File: src/rtl/mult_div_unit.sv
// Multicycle signed multiply/divide unit.
// Radix-2 Booth multiply and restoring divide, one bit per clock.
// The HI/LO result registers are written only when an operation completes.
module mult_div_unit #(
  parameter int WIDTH = 32,
  parameter int CNT_W = 6
) (
  input  logic             clock,
  input  logic             reset,
  input  logic             mult_start,
  input  logic             div_start,
  input  logic [WIDTH-1:0] op_a,
  input  logic [WIDTH-1:0] op_b,
  output logic [WIDTH-1:0] hi,
  output logic [WIDTH-1:0] lo,
  output logic             busy,
  output logic             done,
  output logic             div_zero
);

  typedef enum logic [1:0] {IDLE, MULT, DIV, FINISH} state_t;

  state_t             state;
  logic [CNT_W-1:0]   cnt;

  // Booth datapath: WIDTH+1-bit upper half keeps the (-2^(W-1))^2 product exact
  logic [WIDTH:0]     mcand;
  logic [WIDTH:0]     acc_hi;
  logic [WIDTH-1:0]   acc_lo;
  logic               q_m1;

  // Restoring divide datapath on magnitudes
  logic [WIDTH:0]     rem;
  logic [WIDTH-1:0]   quo;
  logic [WIDTH:0]     dvs;
  logic               sign_a;
  logic               sign_b;

  // Combinational next-step values
  logic [WIDTH:0]     booth_sum;
  logic [WIDTH:0]     mult_hi_nxt;
  logic [WIDTH-1:0]   mult_lo_nxt;
  logic [2*WIDTH-1:0] product;
  logic [WIDTH:0]     rem_sh;
  logic [WIDTH-1:0]   quo_sh;
  logic [WIDTH:0]     rem_nxt;
  logic [WIDTH-1:0]   quo_nxt;
  logic [WIDTH-1:0]   quo_fin;
  logic [WIDTH-1:0]   rem_fin;
  logic [WIDTH:0]     abs_a;
  logic [WIDTH:0]     abs_b;

  assign busy = (state != IDLE);

  // Operand magnitudes in WIDTH+1 bits so the most negative value is representable
  always_comb begin
    abs_a = {op_a[WIDTH-1], op_a};
    abs_b = {op_b[WIDTH-1], op_b};
    if (op_a[WIDTH-1]) abs_a = (WIDTH+1)'(0) - {op_a[WIDTH-1], op_a};
    if (op_b[WIDTH-1]) abs_b = (WIDTH+1)'(0) - {op_b[WIDTH-1], op_b};
  end

  // One Booth step: add/sub on {q0,q-1}, then arithmetic shift right
  always_comb begin
    booth_sum = acc_hi;
    case ({acc_lo[0], q_m1})
      2'b01:   booth_sum = acc_hi + mcand;
      2'b10:   booth_sum = acc_hi - mcand;
      default: booth_sum = acc_hi;
    endcase
    mult_hi_nxt = {booth_sum[WIDTH], booth_sum[WIDTH:1]};
    mult_lo_nxt = {booth_sum[0], acc_lo[WIDTH-1:1]};
    product     = {mult_hi_nxt[WIDTH-1:0], mult_lo_nxt};
  end

  // One restoring divide step plus final sign fix-up of quotient and remainder
  always_comb begin
    rem_sh  = {rem[WIDTH-1:0], quo[WIDTH-1]};
    quo_sh  = {quo[WIDTH-2:0], 1'b0};
    rem_nxt = rem_sh;
    quo_nxt = quo_sh;
    if (rem_sh >= dvs) begin
      rem_nxt = rem_sh - dvs;
      quo_nxt = quo_sh | WIDTH'(1);
    end
    quo_fin = (sign_a ^ sign_b) ? (WIDTH'(0) - quo_nxt) : quo_nxt;
    rem_fin = sign_a ? (WIDTH'(0) - rem_nxt[WIDTH-1:0]) : rem_nxt[WIDTH-1:0];
  end

  // Control FSM and all datapath registers
  always_ff @(posedge clock) begin
    if (reset) begin
      state    <= IDLE;
      cnt      <= '0;
      mcand    <= '0;
      acc_hi   <= '0;
      acc_lo   <= '0;
      q_m1     <= 1'b0;
      rem      <= '0;
      quo      <= '0;
      dvs      <= '0;
      sign_a   <= 1'b0;
      sign_b   <= 1'b0;
      hi       <= '0;
      lo       <= '0;
      done     <= 1'b0;
      div_zero <= 1'b0;
    end else begin
      done     <= 1'b0;
      div_zero <= 1'b0;
      case (state)
        IDLE: begin
          // multiply has priority when both starts arrive together
          if (mult_start) begin
            mcand  <= {op_a[WIDTH-1], op_a};
            acc_hi <= '0;
            acc_lo <= op_b;
            q_m1   <= 1'b0;
            cnt    <= CNT_W'(WIDTH);
            state  <= MULT;
          end else if (div_start) begin
            if (op_b == '0) begin
              done     <= 1'b1;
              div_zero <= 1'b1;
              state    <= FINISH;
            end else begin
              quo    <= abs_a[WIDTH-1:0];
              dvs    <= abs_b;
              rem    <= '0;
              sign_a <= op_a[WIDTH-1];
              sign_b <= op_b[WIDTH-1];
              cnt    <= CNT_W'(WIDTH);
              state  <= DIV;
            end
          end
        end
        MULT: begin
          acc_hi <= mult_hi_nxt;
          acc_lo <= mult_lo_nxt;
          q_m1   <= acc_lo[0];
          cnt    <= cnt - CNT_W'(1);
          if (cnt == CNT_W'(1)) begin
            hi    <= product[2*WIDTH-1:WIDTH];
            lo    <= product[WIDTH-1:0];
            done  <= 1'b1;
            state <= FINISH;
          end
        end
        DIV: begin
          rem <= rem_nxt;
          quo <= quo_nxt;
          cnt <= cnt - CNT_W'(1);
          if (cnt == CNT_W'(1)) begin
            hi    <= rem_fin;
            lo    <= quo_fin;
            done  <= 1'b1;
            state <= FINISH;
          end
        end
        FINISH: state <= IDLE;
        default: state <= IDLE;
      endcase
    end
  end

endmodule
File: config.mk
export PLATFORM = sky130hd
export DESIGN_NAME = mult_div_unit
export DESIGN_NICKNAME = d
export VERILOG_FILES = /design/src/rtl/mult_div_unit.sv
export SDC_FILE = /design/constraint.sdc
export NUM_CORES = 1
export LEC_CHECK = 0
export ABC_AREA = 0
export BUFFER_PORTS_ARGS = -buffer_cell sky130_fd_sc_hd__buf_2
export CAP_MARGIN = 5
export CELL_PAD_IN_SITES_DETAIL_PLACEMENT = 0
export CELL_PAD_IN_SITES_GLOBAL_PLACEMENT = 2
export CORE_ASPECT_RATIO = 2
export CORE_MARGIN = 2
export CORE_UTILIZATION = 39
export CTS_CLUSTER_SIZE = 16
export DETAILED_ROUTE_END_ITERATION = 6
export GPL_TIMING_DRIVEN = 0
export PLACE_DENSITY_LB_ADDON = 0.05
export SLEW_MARGIN = 30
export SYNTH_ARGS = -nofsm -noshare
export SYNTH_HDL_FRONTEND = slang
export SYNTH_SLANG_ARGS = --single-unit
File: constraint.sdc
create_clock -name clock -period 8.1 [get_ports clock]
set_input_delay 0.405 -clock clock [delete_from_list [all_inputs] [get_ports clock]]
set_output_delay 0.405 -clock clock [all_outputs]
set_load 0.005 [all_outputs]
==> impl_metrics.env, run 1 <==
export IMPL_path_class="reg -> reg"
export IMPL_finalNetCount=2830
export IMPL_viasPerCell=5.79
export IMPL_intPower_uw=3560
export IMPL_top_layer="met5"
export IMPL_drcViolationCount=0
export IMPL_core_area_um2=47400
export IMPL_wl_met3_mm=3.29
export IMPL_crit_buf_inv=4
export IMPL_finalWirelength_mm=82.1
export IMPL_hold_buffers=0
export IMPL_drive_gt1_frac=0.0895
export IMPL_yosys_warnings=0
export IMPL_start_util=0.393
export IMPL_power_density_nw_per_um2=326
export IMPL_hold_path_class="in -> reg"
export IMPL_dr_pass1_iters=7
export IMPL_p_comb_frac=0.537
export IMPL_diodes=0
export IMPL_grt_pass1_vias=19300
export IMPL_syn_area_um2=18600
export IMPL_rsz0062_at_grt="no"
export IMPL_insertion_delay_ps=610
export IMPL_synthFlopType="dfxtp_1"
export IMPL_crit_chain="inv_1, ha_1, nand4_1, nor4_1, a31oi_1, o21a_1, nand2_1, buf_2, buf_2, buf_1, nand2_1, o21ai_0, ha_1, nand2_1, nor3_1, o22ai_1, nor4_1, a21oi_1, xnor2_1, a211oi_1"
export IMPL_r2r_start="dvs[28]"
export IMPL_worst_path_max_delay_cell="buf_1"
export IMPL_port_buffers=133
export IMPL_post_cts_buffers=0
export IMPL_post_cts_resized=0
export IMPL_p_switching_uw=3330
export IMPL_hold_viol_final=0
export IMPL_switching_share=0.483
export IMPL_ff2ff_path_depth=20
export IMPL_die_height_um=313
export IMPL_grt_max_degree=16
export IMPL_antenna_left=0
export IMPL_ys_top_cells_by_area="dfxtp_1, nand2_1, a21oi_1"
export IMPL_slew_headroom=0.361
export IMPL_ir_drop_v=0.000196
export IMPL_synth_largest_area_cell="dfxtp_1"
export IMPL_final_setup_tns_ps=0
export IMPL_path_clk_slew_ps=70
export IMPL_critPathArrivalTime_ps=6780
export IMPL_async_reset_ff_frac=0
export IMPL_clk_path_buf_depth=3
export IMPL_path_max_fanout=10
export IMPL_fin_worst_skew_ps=28.6
export IMPL_overflow=0
export IMPL_setup_viol=0
export IMPL_grt_use_total=0.327
export IMPL_layout_common_cells="nand2_1, nor2_1, dfxtp_1, a21oi_1, buf_2"
export IMPL_ys_seq_area_frac=0.290
export IMPL_cts_sinks=270
export IMPL_cp_required_ps=8600
export IMPL_seqPwrFrac=0.251
export IMPL_wl_met1_mm=28.4
export IMPL_die_area_um2=49600
export IMPL_rows=113
export IMPL_synth_seq_cells=270
export IMPL_ys_types=87
export IMPL_vias=19300
export IMPL_syn_num_nets=2666
export IMPL_crit_top_cell="nand2_1"
export IMPL_period_share=0.775
export IMPL_cts_buffers=29
export IMPL_r2r_end="hi[26]"
export IMPL_crit_path_end_kind="flop"
export IMPL_status="finished clean"
export IMPL_crit_cells=20
export IMPL_critPathMaxStageDelay_ps=710
export IMPL_die_w_um=159
export IMPL_gp_congestion=0.952
export IMPL_cts_tree="done"
export IMPL_pwr_share_clk=0.213
export IMPL_layout_commonest_cell="nand2_1"
export IMPL_routedWlPerCell_um=24.6
export IMPL_antenna_found_initial=1
export IMPL_avgSynthCellArea_um2=7.39
export IMPL_start_kind="flop"
export IMPL_syn_inst=2519
export IMPL_critPathTopFamily="simple AND/OR/NAND/NOR gates"
export IMPL_area_delta_synth_final_pct=13.3
export IMPL_cts_root_buf="clkbuf_16"
export IMPL_r2r_slack_ps=1820
export IMPL_drv_slew=0
export IMPL_cp_startpoint="dvs[28]"
export IMPL_tightestPinTransition_ps=952
export IMPL_dp_hpwl_mm=68.0
export IMPL_synth_edf_count=0
export IMPL_cp_endpoint="hi[26]"
export IMPL_cts_htree_levels=1
export IMPL_drt_iter0_markers=1243
export IMPL_total_power_uw=6880
export IMPL_cap_violations=0
export IMPL_max_freq_ghz=0.159
export IMPL_p_leak_uw=0.00809
export IMPL_pin_count=135
export IMPL_met2WireLength_mm=42.3
export IMPL_post_synth_top_area_fraction=0.290
export IMPL_grt_pass1_wl_mm=120
export IMPL_period_minus_slack_ps=6280
-- metrics by stage --
step                hold slack, ps  utilization  worst slack (ps)  cell area [um^2]  cells
global placement               438        0.424              1830             20100   3284
finish                        74.1        0.445              1820             21100   3336
CTS                           45.0        0.445              1850             21100   3336
floorplan                      428            -              3520             18600   2519
detailed placement             430        0.424              1920             20100   3284
global route                  59.5        0.445              1530             21100   3336
-- area by class of cell --
| class | instances | area (um^2) |
|---|---|---|
| clock buffer | 37 | 806 |
| fill | 5043 | 26300 |
| clock inverter | 15 | 204 |
| inverter | 78 | 293 |
| multi-input combinational | 2011 | 12300 |
| tap | 632 | 791 |
| buffer | 160 | 632 |
| sequential | 270 | 5410 |
| timing repair buffer | 133 | 666 |
-- cell usage after synthesis, types with 4 or more instances --
cell type and count:
a211o_1 6, a211oi_1 115, a21o_1 26, a21oi_1 247, a221oi_1 5, a22oi_1 40, a311oi_1 7, a31o_2 5
a31oi_1 16, a41oi_1 5, and2_1 9, and3_1 9, buf_1 16, buf_2 18, clkbuf_1 124, dfxtp_1 270
ha_1 77, inv_1 77, mux2_2 10, mux2i_1 61, nand2_1 355, nand2b_1 20, nand3_1 43, nand4_1 22
nor2_1 300, nor2b_1 7, nor3_1 53, nor3b_1 4, nor4_1 20, o211ai_1 20, o21a_1 16, o21ai_0 137
o21ai_1 8, o22ai_1 8, o31a_1 6, o31ai_1 37, o41ai_1 10, or3_1 29, or4_1 12, xnor2_1 117
xor2_1 77
-- kinds of logic (layout without fill, tap and decap cells) --
| group | count (synthesis) | after routing | synth area share |
|---|---|---|---|
| DFF | 270 | 270 | 0.290 |
| adders and majority gates | 79 | 79 | 0.0539 |
| and+or+nand+nor | 911 | 911 | 0.218 |
| muxes | 71 | 71 | 0.0388 |
| buffers and inverters | 238 | 423 | 0.0496 |
| xor gates and xnor gates | 194 | 194 | 0.0912 |
| AOI/OAI and AO/OA | 756 | 756 | 0.259 |
-- flip-flops by register name, indices dropped and copies added (netlist names), 32 cells and up --
register	cells
lo	32
quo	32
rem	32
acc_lo	32
mcand	32
dvs	33
hi	32
acc_hi	32
-- routing by layer --
layer  up-vias  global-route usage
li1       9302                   -
met1      9170               0.326
met2       639               0.601
met3       215              0.0322
met4         2               0.262
met5         -                   0
-- worst min-delay path by stage --
stage	cells past startpoint	end	start
after floorplan	2	dvs[32]	dvs[32]
after global placement	2	hi[30]	hi[30]
after detailed placement	2	hi[30]	hi[30]
after CTS	3	mcand[30]	op_a[30]
after global routing	3	mcand[29]	op_a[29]
final	3	mcand[30]	op_a[30]
-- tightest hold or removal path, cell delays in order --
cell and delay [ps]:
buf_2 120, nand2_1 50, a21oi_1 50
-- power groups by stage --
stage          logic [uW]  registers (uW)  clock network (uW)
2_1_floorplan        2480            1670                   0
3_3_place_gp         3640            1750                   0
3_5_place_dp         3660            1750                   0
4_1_cts              3680            1720                1480
5_1_grt              4000            1750                1520
6_report             3690            1730                1460
(Power assumes the default switching activity.)
==> run 2, diff against run 1 <==
Settings changed: CORE_UTILIZATION 39 to 36.
Clock period 8.1 ns to 5.8 ns, I/O delays scaled along.
==> impl_metrics.env, run 2 (same netlist as run 1, synthesis figures left out) <==
export IMPL_r2r_end="hi[31]"
export IMPL_antenna_found_initial=0
export IMPL_insertion_delay_ps=610
export IMPL_cts_buffers=29
export IMPL_layout_common_cells="nand2_1, nor2_1, dfxtp_1, a21oi_1, buf_2"
export IMPL_cts_htree_levels=1
export IMPL_layout_commonest_cell="nand2_1"
export IMPL_die_area_um2=53700
export IMPL_cts_tree="done"
export IMPL_hold_viol_final=0
export IMPL_pin_count=135
export IMPL_grt_pass1_vias=19600
export IMPL_post_cts_buffers=0
export IMPL_switching_share=0.484
export IMPL_start_util=0.366
export IMPL_core_area_um2=50900
export IMPL_status="finished clean"
export IMPL_die_w_um=165
export IMPL_drv_slew=0
export IMPL_ir_drop_v=0.000271
export IMPL_met2_usage=0.587
export IMPL_utilization=0.422
export IMPL_place_inst=3306
export IMPL_period_minus_slack_ps=5420
export IMPL_finalNetCount=2858
export IMPL_finalWirelength_mm=85.3
export IMPL_drive_gt1_frac=0.0907
export IMPL_port_buffers=133
export IMPL_drcViolationCount=0
export IMPL_place_ws_ps=-397
export IMPL_setup_viol=0
export IMPL_fin_ws_ps=384
export IMPL_r2r_slack_ps=380
export IMPL_cp_required_ps=6270
export IMPL_period_share=0.934
export IMPL_path_clk_slew_ps=60
export IMPL_diodes=0
export IMPL_tightestPinTransition_ps=1040
export IMPL_rows=117
export IMPL_p_switching_uw=4700
export IMPL_cts_sinks=270
export IMPL_cap_violations=0
export IMPL_antenna_left=0
export IMPL_viasPerCell=5.76
export IMPL_cts_root_buf="clkbuf_16"
export IMPL_p_comb_frac=0.540
export IMPL_grt_pass1_wl_mm=125
export IMPL_pwr_share_clk=0.210
export IMPL_hold_path_class="in -> reg"
export IMPL_drt_iter0_markers=1226
export IMPL_fin_cells=3387
export IMPL_path_max_fanout=6
export IMPL_grt_max_degree=16
export IMPL_intPower_uw=5010
export IMPL_fin_worst_skew_ps=17.8
export IMPL_path_class="reg -> reg"
export IMPL_dp_hpwl_mm=70.3
export IMPL_die_height_um=326
export IMPL_ff2ff_path_depth=18
export IMPL_area_delta_synth_final_pct=15.4
export IMPL_slew_headroom=0.301
export IMPL_fin_hold_ws_ps=35.8
export IMPL_clk_path_buf_depth=3
export IMPL_top_usage_layer="met2"
export IMPL_overflow=0
export IMPL_max_freq_ghz=0.185
export IMPL_met1_usage=0.320
export IMPL_gp_congestion=0.923
export IMPL_p_leak_uw=0.00824
export IMPL_grt_util_met3=0.0232
export IMPL_seqPwrFrac=0.250
export IMPL_largest_reg_flops=33
export IMPL_routedWlPerCell_um=25.2
export IMPL_crit_path_end_kind="flop"
export IMPL_grt_use_total=0.315
export IMPL_cp_endpoint="hi[31]"
export IMPL_largest_register="dvs"
export IMPL_cp_startpoint="mcand[2]"
export IMPL_vias=19500
export IMPL_r2r_start="mcand[2]"
export IMPL_dr_pass1_iters=6
export IMPL_critPathArrivalTime_ps=5890
export IMPL_fill_cells=5481
export IMPL_total_power_uw=9710
export IMPL_power_density_nw_per_um2=452
export IMPL_start_kind="flop"
## run 2: per-layer routing
metal	vias up	share of wire
li1	9374	-
met1	9360	0.36
met2	580	0.52
met3	206	0.033
met4	0	0.087
met5	-	0
## run 2: repair_timing
action                     CTS  global route
hold endpoints to repair    31             0
hold buffers                31             0
pin swaps                    0             1
resized for setup            8            11
setup endpoints to repair   19            16
## run 2: power groups by stage
stage / clock network (uW) / registers (uW) / logic [uW]
finish: 2030 / 2430 / 5240
global route: 2120 / 2460 / 5690
CTS: 2070 / 2420 / 5200
detailed placement: 0 / 2460 / 5140
global placement: 0 / 2450 / 5110
floorplan: 0 / 2330 / 3470
## run 2: worst min-delay path by stage
stage / startpoint / endpoint / cells after the start
finish: op_a[17] / mcand[17] / 3
global route: op_a[17] / mcand[17] / 3
CTS: op_a[17] / mcand[17] / 3
detailed placement: hi[30] / hi[30] / 2
global placement: hi[30] / hi[30] / 2
floorplan: op_b[0] / dvs[0] / 2
## run 2: area by class of cell
cell class	instances	area, um^2	share of cell area
tap	654	818	0.0381
clock buffer	43	828	0.0385
buffer	157	631	0.0293
inverter	78	293	0.0136
sequential	270	5410	0.251
multi-input combinational	2011	12400	0.576
clock inverter	10	169	0.00786
timing repair buffer	164	976	0.0454
## run 2: per-stage QoR
step | setup TNS (ps) | instance area, um^2
after CTS | 0 | 21500
after detailed placement | -3430 | 20100
after floorplan | 0 | 18600
after global routing | -8.17 | 21500
after global placement | -5640 | 20100
final | 0 | 21500
## run 2: worst max-delay path, cell delays in order, from the launching register on
cell	delay, ps
dfxtp_1	380
or4_1	610
nor4_1	270
and4b_1	330
and2_1	190
a21oi_1	90
xnor2_1	600
ha_1	420
nand2_1	110
o21a_1	170
nand2_1	120
a2111oi_4	440
o21ai_0	240
a311oi_1	320
o21ai_0	230
xor2_1	190
nand2b_1	110
xnor2_1	160
a211o_1	300
==> run 3, diff against run 2 <==
Settings changed: RECOVER_POWER set to 100.
Clock period 5.8 ns to 5.3 ns, I/O delays scaled along.
==> impl_metrics.env, run 3 (same netlist as run 1, synthesis figures left out) <==
export IMPL_finalNetCount=2863
export IMPL_crit_path_end_kind="flop"
export IMPL_port_buffers=133
export IMPL_largest_register="dvs"
export IMPL_place_ws_ps=-897
export IMPL_finalWirelength_mm=85.3
export IMPL_pin_count=135
export IMPL_grt_pass1_wl_mm=125
export IMPL_core_area_um2=50900
export IMPL_die_area_um2=53700
export IMPL_cp_required_ps=5750
export IMPL_vias=19600
export IMPL_drive_gt1_frac=0.0880
export IMPL_p_leak_uw=0.00815
export IMPL_viasPerCell=5.77
export IMPL_utilization=0.424
export IMPL_hold_viol_final=0
export IMPL_period_share=0.953
export IMPL_start_util=0.366
export IMPL_grt_pass1_vias=19600
export IMPL_ir_drop_v=0.000295
export IMPL_largest_reg_flops=33
export IMPL_period_minus_slack_ps=5050
export IMPL_layout_area_seq_um2=5410
export IMPL_cap_violations=1
export IMPL_cts_root_buf="clkbuf_16"
export IMPL_start_kind="flop"
export IMPL_grt_use_total=0.314
export IMPL_antenna_found_initial=0
export IMPL_setup_viol=0
export IMPL_overflow=0
export IMPL_antenna_left=0
export IMPL_routedWlPerCell_um=25.2
export IMPL_cts_buffers=29
export IMPL_fin_hold_ws_ps=41.4
export IMPL_gp_congestion=0.923
export IMPL_place_inst=3306
export IMPL_area_delta_synth_final_pct=16.1
export IMPL_layout_commonest_cell="nand2_1"
export IMPL_final_cell_area_um2=21600
export IMPL_path_clk_slew_ps=70
export IMPL_worst_path_max_delay_cell="or4_4"
export IMPL_multi_input_area_um2=12500
export IMPL_drv_slew=8
export IMPL_path_class="reg -> reg"
export IMPL_fill_cells=5477
export IMPL_hold_path_class="in -> reg"
export IMPL_power_density_nw_per_um2=495
export IMPL_insertion_delay_ps=600
export IMPL_crit_top_cell="a21oi_1"
export IMPL_cts_htree_levels=1
export IMPL_grt_max_degree=17
export IMPL_path_max_fanout=6
export IMPL_dr_pass1_iters=6
export IMPL_clk_path_buf_depth=3
export IMPL_drt_iter0_markers=1314
export IMPL_dp_hpwl_mm=70.3
export IMPL_violations="max-capacitance violations, max-slew violations"
export IMPL_drcViolationCount=0
export IMPL_cts_tree="done"
export IMPL_die_w_um=165
export IMPL_cts_sinks=270
export IMPL_slew_headroom=-0.0220
export IMPL_critPathMaxStageDelay_ps=600
export IMPL_critPathArrivalTime_ps=5500
export IMPL_status="finished with violations"
export IMPL_crit_chain="or4_4, nor3_2, nand2b_1, nor4_4, and3_4, a21oi_1, xnor2_2, ha_1, a21oi_1, o21a_1, nand2_1, a2111oi_4, nor2_1, or4_1, a31oi_2, xor2_1, o21ai_2, o22ai_1, nor4_1"
export IMPL_die_height_um=326
export IMPL_fin_cells=3393
export IMPL_place_area_um2=20100
export IMPL_fin_worst_skew_ps=17.8
export IMPL_max_freq_ghz=0.198
export IMPL_tightestPinTransition_ps=1520
export IMPL_rows=117
export IMPL_fin_ws_ps=247
export IMPL_layout_common_cells="nand2_1, nor2_1, dfxtp_1, a21oi_1, clkbuf_1"
==> run 3: path summary, 6_finish.rpt <==
check	from	endpoint	slack, ps	cells past startpoint
max	mcand[2]	hi[27]	250	19
min	op_b[12]	dvs[12]	40	4
max reg2reg	mcand[2]	hi[27]	250	19
min reg2reg	hi[30]	hi[30]	440	2
==> run 3: final cells by class <==
type | count | share of cell area
multi-input combinational | 2011 | 0.577
sequential | 270 | 0.250
timing repair buffer | 169 | 0.0455
clock buffer | 43 | 0.0383
tap | 654 | 0.0378
buffer | 157 | 0.0296
inverter | 78 | 0.0135
clock inverter | 10 | 0.00781
antenna | 1 | 0.000116
==> run 3: layer usage <==
metal  vias to the layer above  wire length [um]  global-route usage
li1                       9382                 -                   -
met1                      9412             30200               0.319
met2                       590             44800               0.590
met3                       198              2960              0.0241
met4                         0              7370               0.225
met5                         -                 0                   0
==> run 3: timing repair <==
action,CTS,global route
buffers inserted,2,1
gates cloned,0,0
pin swaps,5,5
endpoints found under the setup margin,32,22
hold endpoints to repair,33,0
hold buffers,33,0
gates resized for setup,26,23
==> run 3: where the power goes <==
part | internal, uW | total, uW | switching (uW)
sequential | 2320 | 2660 | 339
combinational | 1920 | 5810 | 3900
clock | 1280 | 2230 | 950
total | 5520 | 10700 | 5190
==> run 3: worst max-delay path: cells and delay by family, from the launching register on <==
family	cells	cell delay [ps]
flip-flops	1	380
AO/OA/AOI/OAI	7	1330
XOR/XNOR	2	610
AND/OR/NAND/NOR	9	2200
adder cells (fa/ha/maj)	1	350
==> run 3: per-stage QoR <==
stage / setup TNS (ps) / power, uW
after floorplan: 0 / 6350
after global placement: -19510 / 8270
after detailed placement: -16260 / 8320
after CTS: 0 / 10700
after global routing: -11.3 / 11300
final: 0 / 10700
